==> src/rtl/vga_timing_gen.sv <==
// 640x480@60 raster timing with drawer-latency-matched sync/de/colour output.
// Optional VGA_TEST_PATTERN_EN adds pat_sel and an eight-bar colour pattern.
module vga_timing_gen #(
  parameter int H_VISIBLE = 640,
  parameter int H_FRONT   = 16,
  parameter int H_SYNC    = 96,
  parameter int H_BACK    = 48,
  parameter int V_VISIBLE = 480,
  parameter int V_FRONT   = 10,
  parameter int V_SYNC    = 2,
  parameter int V_BACK    = 33,
  parameter int PIPE_DLY  = 1
) (
  input  logic        sys_clk,
  input  logic        sys_rst_n,
  output logic [9:0]  pix_x,
  output logic [9:0]  pix_y,
  output logic        pix_req,
  output logic        frame_start,
  input  logic [15:0] in_rgb,
  output logic [15:0] out_rgb,
  output logic        hsync,
  output logic        vsync,
  output logic        out_de
`ifdef VGA_TEST_PATTERN_EN
  ,
  input  logic        pat_sel
`endif
);

  localparam int H_TOTAL = H_VISIBLE + H_FRONT + H_SYNC + H_BACK;
  localparam int V_TOTAL = V_VISIBLE + V_FRONT + V_SYNC + V_BACK;

  localparam logic [9:0] H_LAST = 10'(H_TOTAL - 1);
  localparam logic [9:0] V_LAST = 10'(V_TOTAL - 1);
  localparam logic [9:0] H_VIS  = 10'(H_VISIBLE);
  localparam logic [9:0] V_VIS  = 10'(V_VISIBLE);
  localparam logic [9:0] HS_BEG = 10'(H_VISIBLE + H_FRONT);
  localparam logic [9:0] HS_END = 10'(H_VISIBLE + H_FRONT + H_SYNC);
  localparam logic [9:0] VS_BEG = 10'(V_VISIBLE + V_FRONT);
  localparam logic [9:0] VS_END = 10'(V_VISIBLE + V_FRONT + V_SYNC);

  logic [9:0] h_cnt;
  logic [9:0] v_cnt;
  logic       run;

  // run holds the counters at (0,0) for the first edge after release
  always_ff @(posedge sys_clk or negedge sys_rst_n) begin
    if (!sys_rst_n) begin
      h_cnt <= '0;
      v_cnt <= '0;
      run   <= 1'b0;
    end else begin
      run <= 1'b1;
      if (run) begin
        if (h_cnt == H_LAST) begin
          h_cnt <= '0;
          v_cnt <= (v_cnt == V_LAST) ? 10'd0 : v_cnt + 10'd1;
        end else begin
          h_cnt <= h_cnt + 10'd1;
        end
      end
    end
  end

  logic vis;
  logic fs_c;
  logic hs_raw;
  logic vs_raw;

  always_comb begin
    vis    = run && (h_cnt < H_VIS) && (v_cnt < V_VIS);
    fs_c   = run && (h_cnt == 10'd0) && (v_cnt == 10'd0);
    hs_raw = !((h_cnt >= HS_BEG) && (h_cnt < HS_END));
    vs_raw = !((v_cnt >= VS_BEG) && (v_cnt < VS_END));
  end

  always_ff @(posedge sys_clk or negedge sys_rst_n) begin
    if (!sys_rst_n) begin
      pix_x       <= '0;
      pix_y       <= '0;
      pix_req     <= 1'b0;
      frame_start <= 1'b0;
    end else begin
      pix_x       <= vis ? h_cnt : 10'd0;
      pix_y       <= vis ? v_cnt : 10'd0;
      pix_req     <= vis;
      frame_start <= fs_c;
    end
  end

  // bit 0 is the pixel stage, bit PIPE_DLY+1 drives the pins
  logic [PIPE_DLY+1:0] de_q;
  logic [PIPE_DLY+1:0] hs_q;
  logic [PIPE_DLY+1:0] vs_q;

  always_ff @(posedge sys_clk or negedge sys_rst_n) begin
    if (!sys_rst_n) begin
      de_q <= '0;
      hs_q <= '1;
      vs_q <= '1;
    end else begin
      de_q <= {de_q[PIPE_DLY:0], vis};
      hs_q <= {hs_q[PIPE_DLY:0], hs_raw};
      vs_q <= {vs_q[PIPE_DLY:0], vs_raw};
    end
  end

  logic [15:0] rgb_sel;

`ifdef VGA_TEST_PATTERN_EN
  localparam int BAR_W = H_VISIBLE / 8;

  logic [2:0]  bar_idx;
  logic [15:0] bar_c;
  logic [15:0] bar_q [PIPE_DLY+1];

  always_comb begin
    bar_idx = 3'd7;
    for (int i = 6; i >= 0; i--) begin
      if (h_cnt < 10'((i + 1) * BAR_W)) bar_idx = 3'(i);
    end
    unique case (bar_idx)
      3'd0: bar_c = 16'hFFFF;
      3'd1: bar_c = 16'hFFE0;
      3'd2: bar_c = 16'h07FF;
      3'd3: bar_c = 16'h07E0;
      3'd4: bar_c = 16'hF81F;
      3'd5: bar_c = 16'hF800;
      3'd6: bar_c = 16'h001F;
      3'd7: bar_c = 16'h0000;
    endcase
  end

  // bar colour trails the pixel stage by the drawer latency, like in_rgb
  always_ff @(posedge sys_clk or negedge sys_rst_n) begin
    if (!sys_rst_n) begin
      for (int i = 0; i <= PIPE_DLY; i++) bar_q[i] <= '0;
    end else begin
      bar_q[0] <= bar_c;
      for (int i = 1; i <= PIPE_DLY; i++) bar_q[i] <= bar_q[i-1];
    end
  end

  assign rgb_sel = pat_sel ? bar_q[PIPE_DLY] : in_rgb;
`else
  assign rgb_sel = in_rgb;
`endif

  always_ff @(posedge sys_clk or negedge sys_rst_n) begin
    if (!sys_rst_n) begin
      out_rgb <= '0;
    end else begin
      out_rgb <= de_q[PIPE_DLY] ? rgb_sel : 16'h0000;
    end
  end

  assign out_de = de_q[PIPE_DLY+1];
  assign hsync  = hs_q[PIPE_DLY+1];
  assign vsync  = vs_q[PIPE_DLY+1];

endmodule

==> config.mk <==
export PLATFORM = sky130hd
export DESIGN_NAME = vga_timing_gen
export DESIGN_NICKNAME = d
export VERILOG_FILES = /design/src/rtl/vga_timing_gen.sv
export SDC_FILE = /design/constraint.sdc
export NUM_CORES = 1
export LEC_CHECK = 0
export BUFFER_PORTS_ARGS = -buffer_cell sky130_fd_sc_hd__buf_2
export CAP_MARGIN = 10
export CORE_ASPECT_RATIO = 0.5
export CORE_MARGIN = 4
export CORE_UTILIZATION = 50
export DETAILED_ROUTE_END_ITERATION = 12
export PLACE_DENSITY = 0.71
export SLEW_MARGIN = 20
export SYNTH_ARGS = -nofsm -noshare
export SYNTH_HDL_FRONTEND = slang
export SYNTH_SLANG_ARGS = --single-unit
==> constraint.sdc <==
create_clock -name sys_clk -period 3.4 [get_ports sys_clk]
set_clock_uncertainty 0.2 [all_clocks]
set_input_delay 0.34 -clock sys_clk [delete_from_list [all_inputs] [get_ports sys_clk]]
set_output_delay 0.34 -clock sys_clk [all_outputs]
set_load 0.01 [all_outputs]
==> results of run 1 <==
[registers in the layout, indices dropped and copies added, names as in the netlist]
| signal | flops |
|---|---|
| de_q | 3 |
| frame_start | 1 |
| h_cnt | 10 |
| hs_q | 3 |
| out_rgb | 16 |
| pix_x | 10 |
| pix_y | 10 |
| run | 1 |
| v_cnt | 10 |
| vs_q | 3 |
[power breakdown]
group / internal, mW / total, mW / leakage, nW / switching (mW)
combinational: 0.0865 / 0.181 / 0.632 / 0.0950
sequential: 0.854 / 0.920 / 0.872 / 0.0658
clock: 0.414 / 0.703 / 0.106 / 0.289
total: 1.35 / 1.80 / 1.61 / 0.450
[cells in the final DEF (no fill, tap or decap), drive strengths merged, types with 3 or more instances in the layout]
cell type    count
and2            35
and3             8
and4             3
buf             59
clkbuf          10
clkinv           3
dfrtp           61
dfstp            6
dlygate4sd3      5
ha               4
inv              7
nand2            8
nand3            7
nand4            6
nor2             8
nor3             3
nor4             3
o21ai           10
o31ai            4
xnor2            6
[critical path, delay by kind of cell, from the launching register on]
kind / cells / cell delay [ns]
DFF: 1 / 0.48
and+or+nand+nor: 4 / 1.23
[cells in the mapped netlist, types with 4 or more instances]
cell type | instances | share of area
nor2_1 | 8 | 0.012
clkbuf_1 | 4 | 0.0058
nand3_1 | 6 | 0.012
dfstp_2 | 6 | 0.061
ha_1 | 4 | 0.019
o31ai_1 | 4 | 0.012
nand2_1 | 8 | 0.012
xnor2_1 | 6 | 0.020
dfrtp_1 | 61 | 0.59
inv_1 | 7 | 0.010
o21ai_0 | 10 | 0.019
and2_1 | 34 | 0.082
nand4_1 | 6 | 0.014
and3_2 | 5 | 0.014
[layout make-up]
class	instances	area, µm²	share of cell area
Clock buffer	10	128	0.0400
Clock inverter	6	90.1	0.0282
Inverter	7	26.3	0.00824
Multi-Input combinational cell	126	826	0.259
Sequential cell	67	1680	0.528
Tap cell	70	87.6	0.0275
Timing Repair Buffer	64	348	0.109
[worst max path at each step]
stage / cells after the start / from / slack, ns / endpoint
2_1_floorplan: 5 / h_cnt[6] / 1.63 / v_cnt[4]
3_3_place_gp: 4 / h_cnt[7] / 1.52 / v_cnt[4]
3_5_place_dp: 4 / h_cnt[7] / 1.46 / v_cnt[4]
5_1_grt: 4 / run / 1.30 / v_cnt[4]
4_1_cts: 4 / h_cnt[7] / 1.44 / v_cnt[4]
6_report: 4 / h_cnt[7] / 1.43 / v_cnt[4]
[routing by layer]
| layer | GRT usage | part of all wire |
|---|---|---|
| met1 | 0.207 | 0.45 |
| met2 | 0.258 | 0.44 |
| met3 | 0.0712 | 0.090 |
| met4 | 0.0710 | 0.013 |
| met5 | 0 | 0 |
[cells by family (layout without fill, tap and decap cells)]
logic type	after synthesis	count (layout)	synth area share
buf+inv	15	87	0.0319
compound gates	21	21	0.0502
fa+ha+maj	4	4	0.0193
simple gates	91	91	0.219
xor+xnor	8	8	0.0270
other cells	2	2	0.00290
flops	67	67	0.650
[through the flow]
stage               area (µm²)  power [mW]  setup WS, ns  hold WS [ns]  utilization
CTS                       3170        1.83          1.44      0.000835        0.637
finish                    3190        1.80          1.43        0.0190        0.641
global placement          2920        1.11          1.52         0.146        0.587
floorplan                 2590        1.04          1.63        -0.156            -
global route              3190        1.90          1.30      0.000686        0.641
detailed placement        2920        1.11          1.46         0.147        0.587
==> flow_summary.ini, run 1 <==
[final_layout]
finalNonFillerCells = 350
drive_above_1_share = 0.318
nets = 297
area_growth_pct = 23.0
n_fill_cell = 396
n_antenna_cell = 0

[placement]
hpwl_mm = 3.15
port_buffers = 58
dp.cells = 329
place.gp.congestion = 0.858

[sta]
final.period_utilization = 0.581
rsz0062_at_grt = false
maxSlewViolCount = 0
relSlewSlack = 0.479
setup_viol = 0
min_period_ns = 1.97
setup-tns-final_ns = 0
tightest_slew_ns = 0.781
hold_viol_final = 0
fmax_ghz = 0.506

[routing]
drt-initial-drc-count = 111
drc_errors = 0
drt-total-wl_mm = 4.66
post_drt_wl_per_cell_um = 13.3
antenna_left = 0
via_count = 1692
viasPerCell = 4.83
drtPass1Iterations = 4

[floorplan]
row_count = 18
die_w_um = 110
core_um2 = 4980
die_h_um = 58.9
start_util = 0.521
ios = 59
die-area_um2 = 6470

[synth]
synth.distinct_cells = 37
ys_ff_latch = 67
yosysSeqAreaShare = 0.650
synthFlopType = dfrtp_1
synthesis.area_um2 = 2590
async_flop_share = 1.00
synth_edf_count = 0
avgSynthCellArea_um2 = 12.5
ys.warnings.count = 0
synth_nets = 230
syn_inst = 208

[power_and_ir_drop]
power.leakage_nw = 1.61
ir_drop_mv = 0.285
p_per_area_nw_per_um2 = 566

[clock_tree]
clk_pin_slew_worst_paths_ns = 0.07
clock_sinks = 67
cts_made_buffers = 9
cts_tree = done
clk_latency_ns = 0.33
hold_buffers = 3
post_cts_buffers = 0
root_buffer = clkbuf_8
cts_htree_levels = 3
ctsResizeCount = 0
clockBufferDepth = 2

[critical_path]
start_kind = flop
path_cells = nor4b_4 > nand3_2 > or4_1 > nand2_1
critPathSlowestCell = or4_1
critPathMaxStageDelay_ns = 0.56
worstSetupPathType = flop to flop
reg2reg_to = v_cnt[4]
rrSetupSlack_ns = 1.43
required_ns = 3.47
cp.arrival_ns = 2.04
ff2ff_path_depth = 4
path_max_fanout = 10
crit_path_end_kind = flop
rr_startpoint = h_cnt[7]

[global_route]
grt_overflow = 0
grt_start_max_net_pins = 68
grt_pass1_vias = 1712
track_usage = 0.166
antenna_found_initial = 0
grt_first_pass_wirelength_mm = 8.00

[run_status]
status = completed

[flow_run]
max-cap-violations = 0

[hold_path]
whs_path_depth = 2
hold_path_class = input pin to flop
min_from = in_rgb[15]
hold_end = out_rgb[15]
Power figures use the tool's default switching activity.
==> run 2: changes to the inputs <==
==> constraint.sdc (replaced) <==
create_clock -name sys_clk -period 1.87 [get_ports sys_clk]
set_clock_uncertainty 0.2 [all_clocks]
set_input_delay 0.187 -clock sys_clk [delete_from_list [all_inputs] [get_ports sys_clk]]
set_output_delay 0.187 -clock sys_clk [all_outputs]
set_load 0.01 [all_outputs]
==> flow_summary.ini, run 2 (synthesized netlist as in run 1, its figures left out) <==
[run_status]
status = completed

[floorplan]
row_count = 18
ios = 59
die_w_um = 110
die_h_um = 58.9
core_um2 = 4980
die-area_um2 = 6470
start_util = 0.521

[critical_path]
crit_path_end_kind = flop
worstSetupPathType = flop to flop
path_max_fanout = 8
required_ns = 1.88
start_kind = flop
startpoint = h_cnt[1]
rr_startpoint = h_cnt[1]
cp.arrival_ns = 1.80

[placement]
placed_area_um2 = 3060
port_buffers = 58
place.gp.congestion = 0.842
hpwl_mm = 3.40

[power_and_ir_drop]
ir_drop_mv = 0.616
seqPwrFrac = 0.468
power.leakage_nw = 1.77
internal_power_mw = 2.58
p_total_mw = 3.43
p_comb_frac = 0.148
switching_power_mw = 0.848
p_clk_frac = 0.385
swShare = 0.247
p_per_area_nw_per_um2 = 982

[final_layout]
most-common-layout-cells = dfrtp_1, buf_2, and2_1
drive_above_1_share = 0.358
nets = 324
largest_reg_flops = 16
regMostFlops = out_rgb
final_util = 0.702
area_growth_pct = 34.7
final_area_um2 = 3490
layout_commonest_cell = dfrtp_1
n_antenna_cell = 0

[clock_tree]
clock_sinks = 67
cts_made_buffers = 9
cts_tree = done
root_buffer = clkbuf_8
clockBufferDepth = 2
clk_pin_slew_worst_paths_ns = 0.07
post_cts_buffers = 0
clk_latency_ns = 0.33
cts_htree_levels = 3

[routing]
post_drt_wl_per_cell_um = 13.9
drtPass1Iterations = 4
drc_errors = 0
viasPerCell = 4.99
drt-total-wl_mm = 5.23
drt-initial-drc-count = 78
via_count = 1881
antenna_left = 0

[sta]
final.period_utilization = 0.957
setup_viol = 0
hold_viol_final = 0
whs_ns = 0.0867
min_period_ns = 1.79
fmax_ghz = 0.559
setup-tns-final_ns = 0
maxSlewViolCount = 0

[global_route]
track_usage = 0.179
grt_overflow = 0
grt_first_pass_wirelength_mm = 8.58
grt_start_max_net_pins = 53
grt_pass1_vias = 1812
antenna_found_initial = 0

[flow_run]
max-cap-violations = 0

[hold_path]
hold_path_class = input pin to async pin
-- run 2: changes by cell type in the layout (fill, tap and decap cells not counted), moves of 2 or more --
cell and delta:
o21ai_1 +2, and3_4 +2, o31ai_2 +3, buf_4 +13
buf_12 +2, dlygate4sd3_1 +12, o31ai_1 -3, o21ai_0 -2
and3_2 -2
-- run 2: stage by stage --
step / worst slack, ns / std cells
final: 0.0812 / 377
after global routing: -0.0194 / 377
after CTS: 0.0409 / 377
after detailed placement: 0.0454 / 344
after global placement: 0.110 / 344
after floorplan: 0.0983 / 208
-- run 2: timing repair --
item | CTS | global route
resized for setup | 0 | 10
endpoints found under the hold margin | 77 | 0
endpoints found under the setup margin | 0 | 10
hold buffers | 17 | 0
-- run 2: final cells by class --
type                       instances  area (µm²)
timing repair buffer              91         606
clock inverter                     6        88.8
inverter                           7        26.3
tap                               70        87.6
fill                             374        1480
multi-input combinational        126         863
clock buffer                      10         138
sequential                        67        1680
-- run 2: power by group through the flow --
| stage | clock, mW | combinational [mW] | sequential [mW] |
|---|---|---|---|
| detailed placement | 0 | 0.480 | 1.63 |
| finish | 1.32 | 0.507 | 1.60 |
| floorplan | 0 | 0.202 | 1.68 |
| global placement | 0 | 0.467 | 1.63 |
| global route | 1.43 | 0.568 | 1.62 |
| CTS | 1.36 | 0.511 | 1.60 |
-- run 2: path summary, 6_finish.rpt --
kind	endpoint	slack, ns	cells after the start
worst max-delay path	v_cnt[6]	0.08	6
worst min-delay path	out_rgb[7]	0.09	2
worst max register to register	v_cnt[6]	0.08	6
worst min register to register	vs_q[1]	0.16	0
max in group asynchronous	hs_q[1]	0.75	3
min in group sys_clk	vs_q[1]	0.16	0
-- run 2: critical path, cell delays in order (launching register included) --
cell     delay (ns)
dfrtp_1        0.40
ha_1           0.19
and3_2         0.21
nand3_2        0.10
buf_4          0.19
o21ai_0        0.26
o31ai_2        0.10
-- run 2: routing by layer --
metal / part of all wire / track usage / vias up
li1: - / - / 895
met3: 0.087 / 0.0832 / 8
met4: 0.010 / 0.0426 / 0
met1: 0.44 / 0.223 / 913
met2: 0.47 / 0.286 / 65
met5: 0 / 0 / -
==> run 3: changes to the inputs <==
--- a/config.mk
+++ b/config.mk
@@ -11,7 +11,7 @@
 export CORE_MARGIN = 4
 export CORE_UTILIZATION = 50
 export DETAILED_ROUTE_END_ITERATION = 12
-export PLACE_DENSITY = 0.71
+export PLACE_DENSITY_LB_ADDON = 0.25
 export SLEW_MARGIN = 20
 export SYNTH_ARGS = -nofsm -noshare
 export SYNTH_HDL_FRONTEND = slang
==> flow_summary.ini, run 3 (synthesized netlist as in run 1, its figures left out) <==
[hold_path]
hold_path_class = input pin to async pin

[clock_tree]
clock_sinks = 67
clockBufferDepth = 2
clk_latency_ns = 0.34
clk_pin_slew_worst_paths_ns = 0.08
cts_htree_levels = 3
root_buffer = clkbuf_8
cts_tree = done
cts_made_buffers = 9

[routing]
drt-initial-drc-count = 89
drtPass1Iterations = 4
antenna_left = 0
viasPerCell = 4.94
post_drt_wl_per_cell_um = 14.5
via_count = 1877
drt-total-wl_mm = 5.50
drc_errors = 0

[critical_path]
crit_path_end_kind = flop
critPathSlowestCell = or4_1
critPathMaxStageDelay_ns = 0.47
start_kind = flop
cp.arrival_ns = 1.89
worstSetupPathType = flop to flop
path_max_fanout = 5
required_ns = 1.95
path_cells = inv_1 > ha_1 > nor4b_4 > and3_4 > or4_1 > nand2_1

[floorplan]
core_um2 = 4980
die-area_um2 = 6470
die_h_um = 58.9
ios = 59
die_w_um = 110
start_util = 0.521
row_count = 18

[global_route]
grt_start_max_net_pins = 51
grt_pass1_vias = 1873
grt_overflow = 0
antenna_found_initial = 0
grt_first_pass_wirelength_mm = 8.92
track_usage = 0.189

[power_and_ir_drop]
power.leakage_nw = 1.79
p_clk_frac = 0.415
swShare = 0.237
seqPwrFrac = 0.443
internal_power_mw = 2.78
switching_power_mw = 0.861
p_comb_frac = 0.142
ir_drop_mv = 0.799
p_per_area_nw_per_um2 = 1030

[sta]
layout_setup_ws_ns = 0.0592
setup-tns-final_ns = 0
hold_viol_final = 0
maxSlewViolCount = 0
rsz0062_at_grt = false
final.period_utilization = 0.968
setup_viol = 0
fmax_ghz = 0.552
min_period_ns = 1.81
whs_ns = 0.0981

[final_layout]
finalNonFillerCells = 380
most-common-layout-cells = dfrtp_1, buf_2, and2_1
largest_reg_flops = 16
n_antenna_cell = 0
area_growth_pct = 36.0
n_fill_cell = 358
drive_above_1_share = 0.358
regMostFlops = out_rgb
nets = 327
layout_commonest_cell = dfrtp_1

[placement]
hpwl_mm = 3.57
place.gp.congestion = 0.814
port_buffers = 58
place_ws_ns = -0.0515
dp.cells = 345

[run_status]
status = completed

[flow_run]
max-cap-violations = 0
## run 3: per-layer routing
layer	track usage	routed length [µm]
met4	0.0728	83
met2	0.302	2600
met3	0.0876	434
met1	0.225	2380
met5	0	0
## run 3: critical path, delay by kind of cell (launching register included)
family        cells  cell delay, ns
simple gates      4            0.87
flops             1            0.41
fa+ha+maj         1            0.19
buf+inv           1            0.08
## run 3: power groups by stage
stage               Combinational, mW  Sequential [mW]  Clock (mW)
finish                          0.516             1.61        1.51
global route                    0.580             1.63        1.61
CTS                             0.487             1.62        1.54
detailed placement              0.455             1.64           0
global placement                0.450             1.64           0
floorplan                       0.202             1.68           0
## run 3: final cells by class
type,count,area (µm²),share of cell area
Clock inverter,5,106,0.0302
Tap cell,70,87.6,0.0248
Sequential cell,67,1690,0.478
Multi-Input combinational cell,126,853,0.242
Timing Repair Buffer,94,616,0.175
Clock buffer,11,151,0.0429
Inverter,7,26.3,0.00745
## run 3: path summary, 6_finish.rpt
path	start	endpoint	slack (ns)	cells after the start
max in group asynchronous	sys_rst_n	vs_q[2]	0.73	3
hold reg to reg	vs_q[0]	vs_q[1]	0.15	0
hold / removal	sys_rst_n	out_rgb[14]	0.1	2
setup reg to reg	v_cnt[1]	v_cnt[4]	0.06	6
setup / recovery	v_cnt[1]	v_cnt[4]	0.06	6
min in group sys_clk	vs_q[0]	vs_q[1]	0.15	0
## run 3: per-stage QoR
stage / cell area (µm²) / power (mW) / util
after global placement: 3050 / 2.09 / 0.614
after detailed placement: 3050 / 2.10 / 0.614
after global routing: 3530 / 3.82 / 0.708
final: 3530 / 3.64 / 0.708
after floorplan: 2590 / 1.88 / -
after CTS: 3500 / 3.65 / 0.703
## run 3: what timing repair did
item                                    in CTS  in global routing
hold endpoints to repair                    77                  0
endpoints found under the setup margin       8                  8
pin swaps                                    0                  1
buffers inserted                             0                  2
gates resized for setup                      3                  4
hold buffers                                17                  0
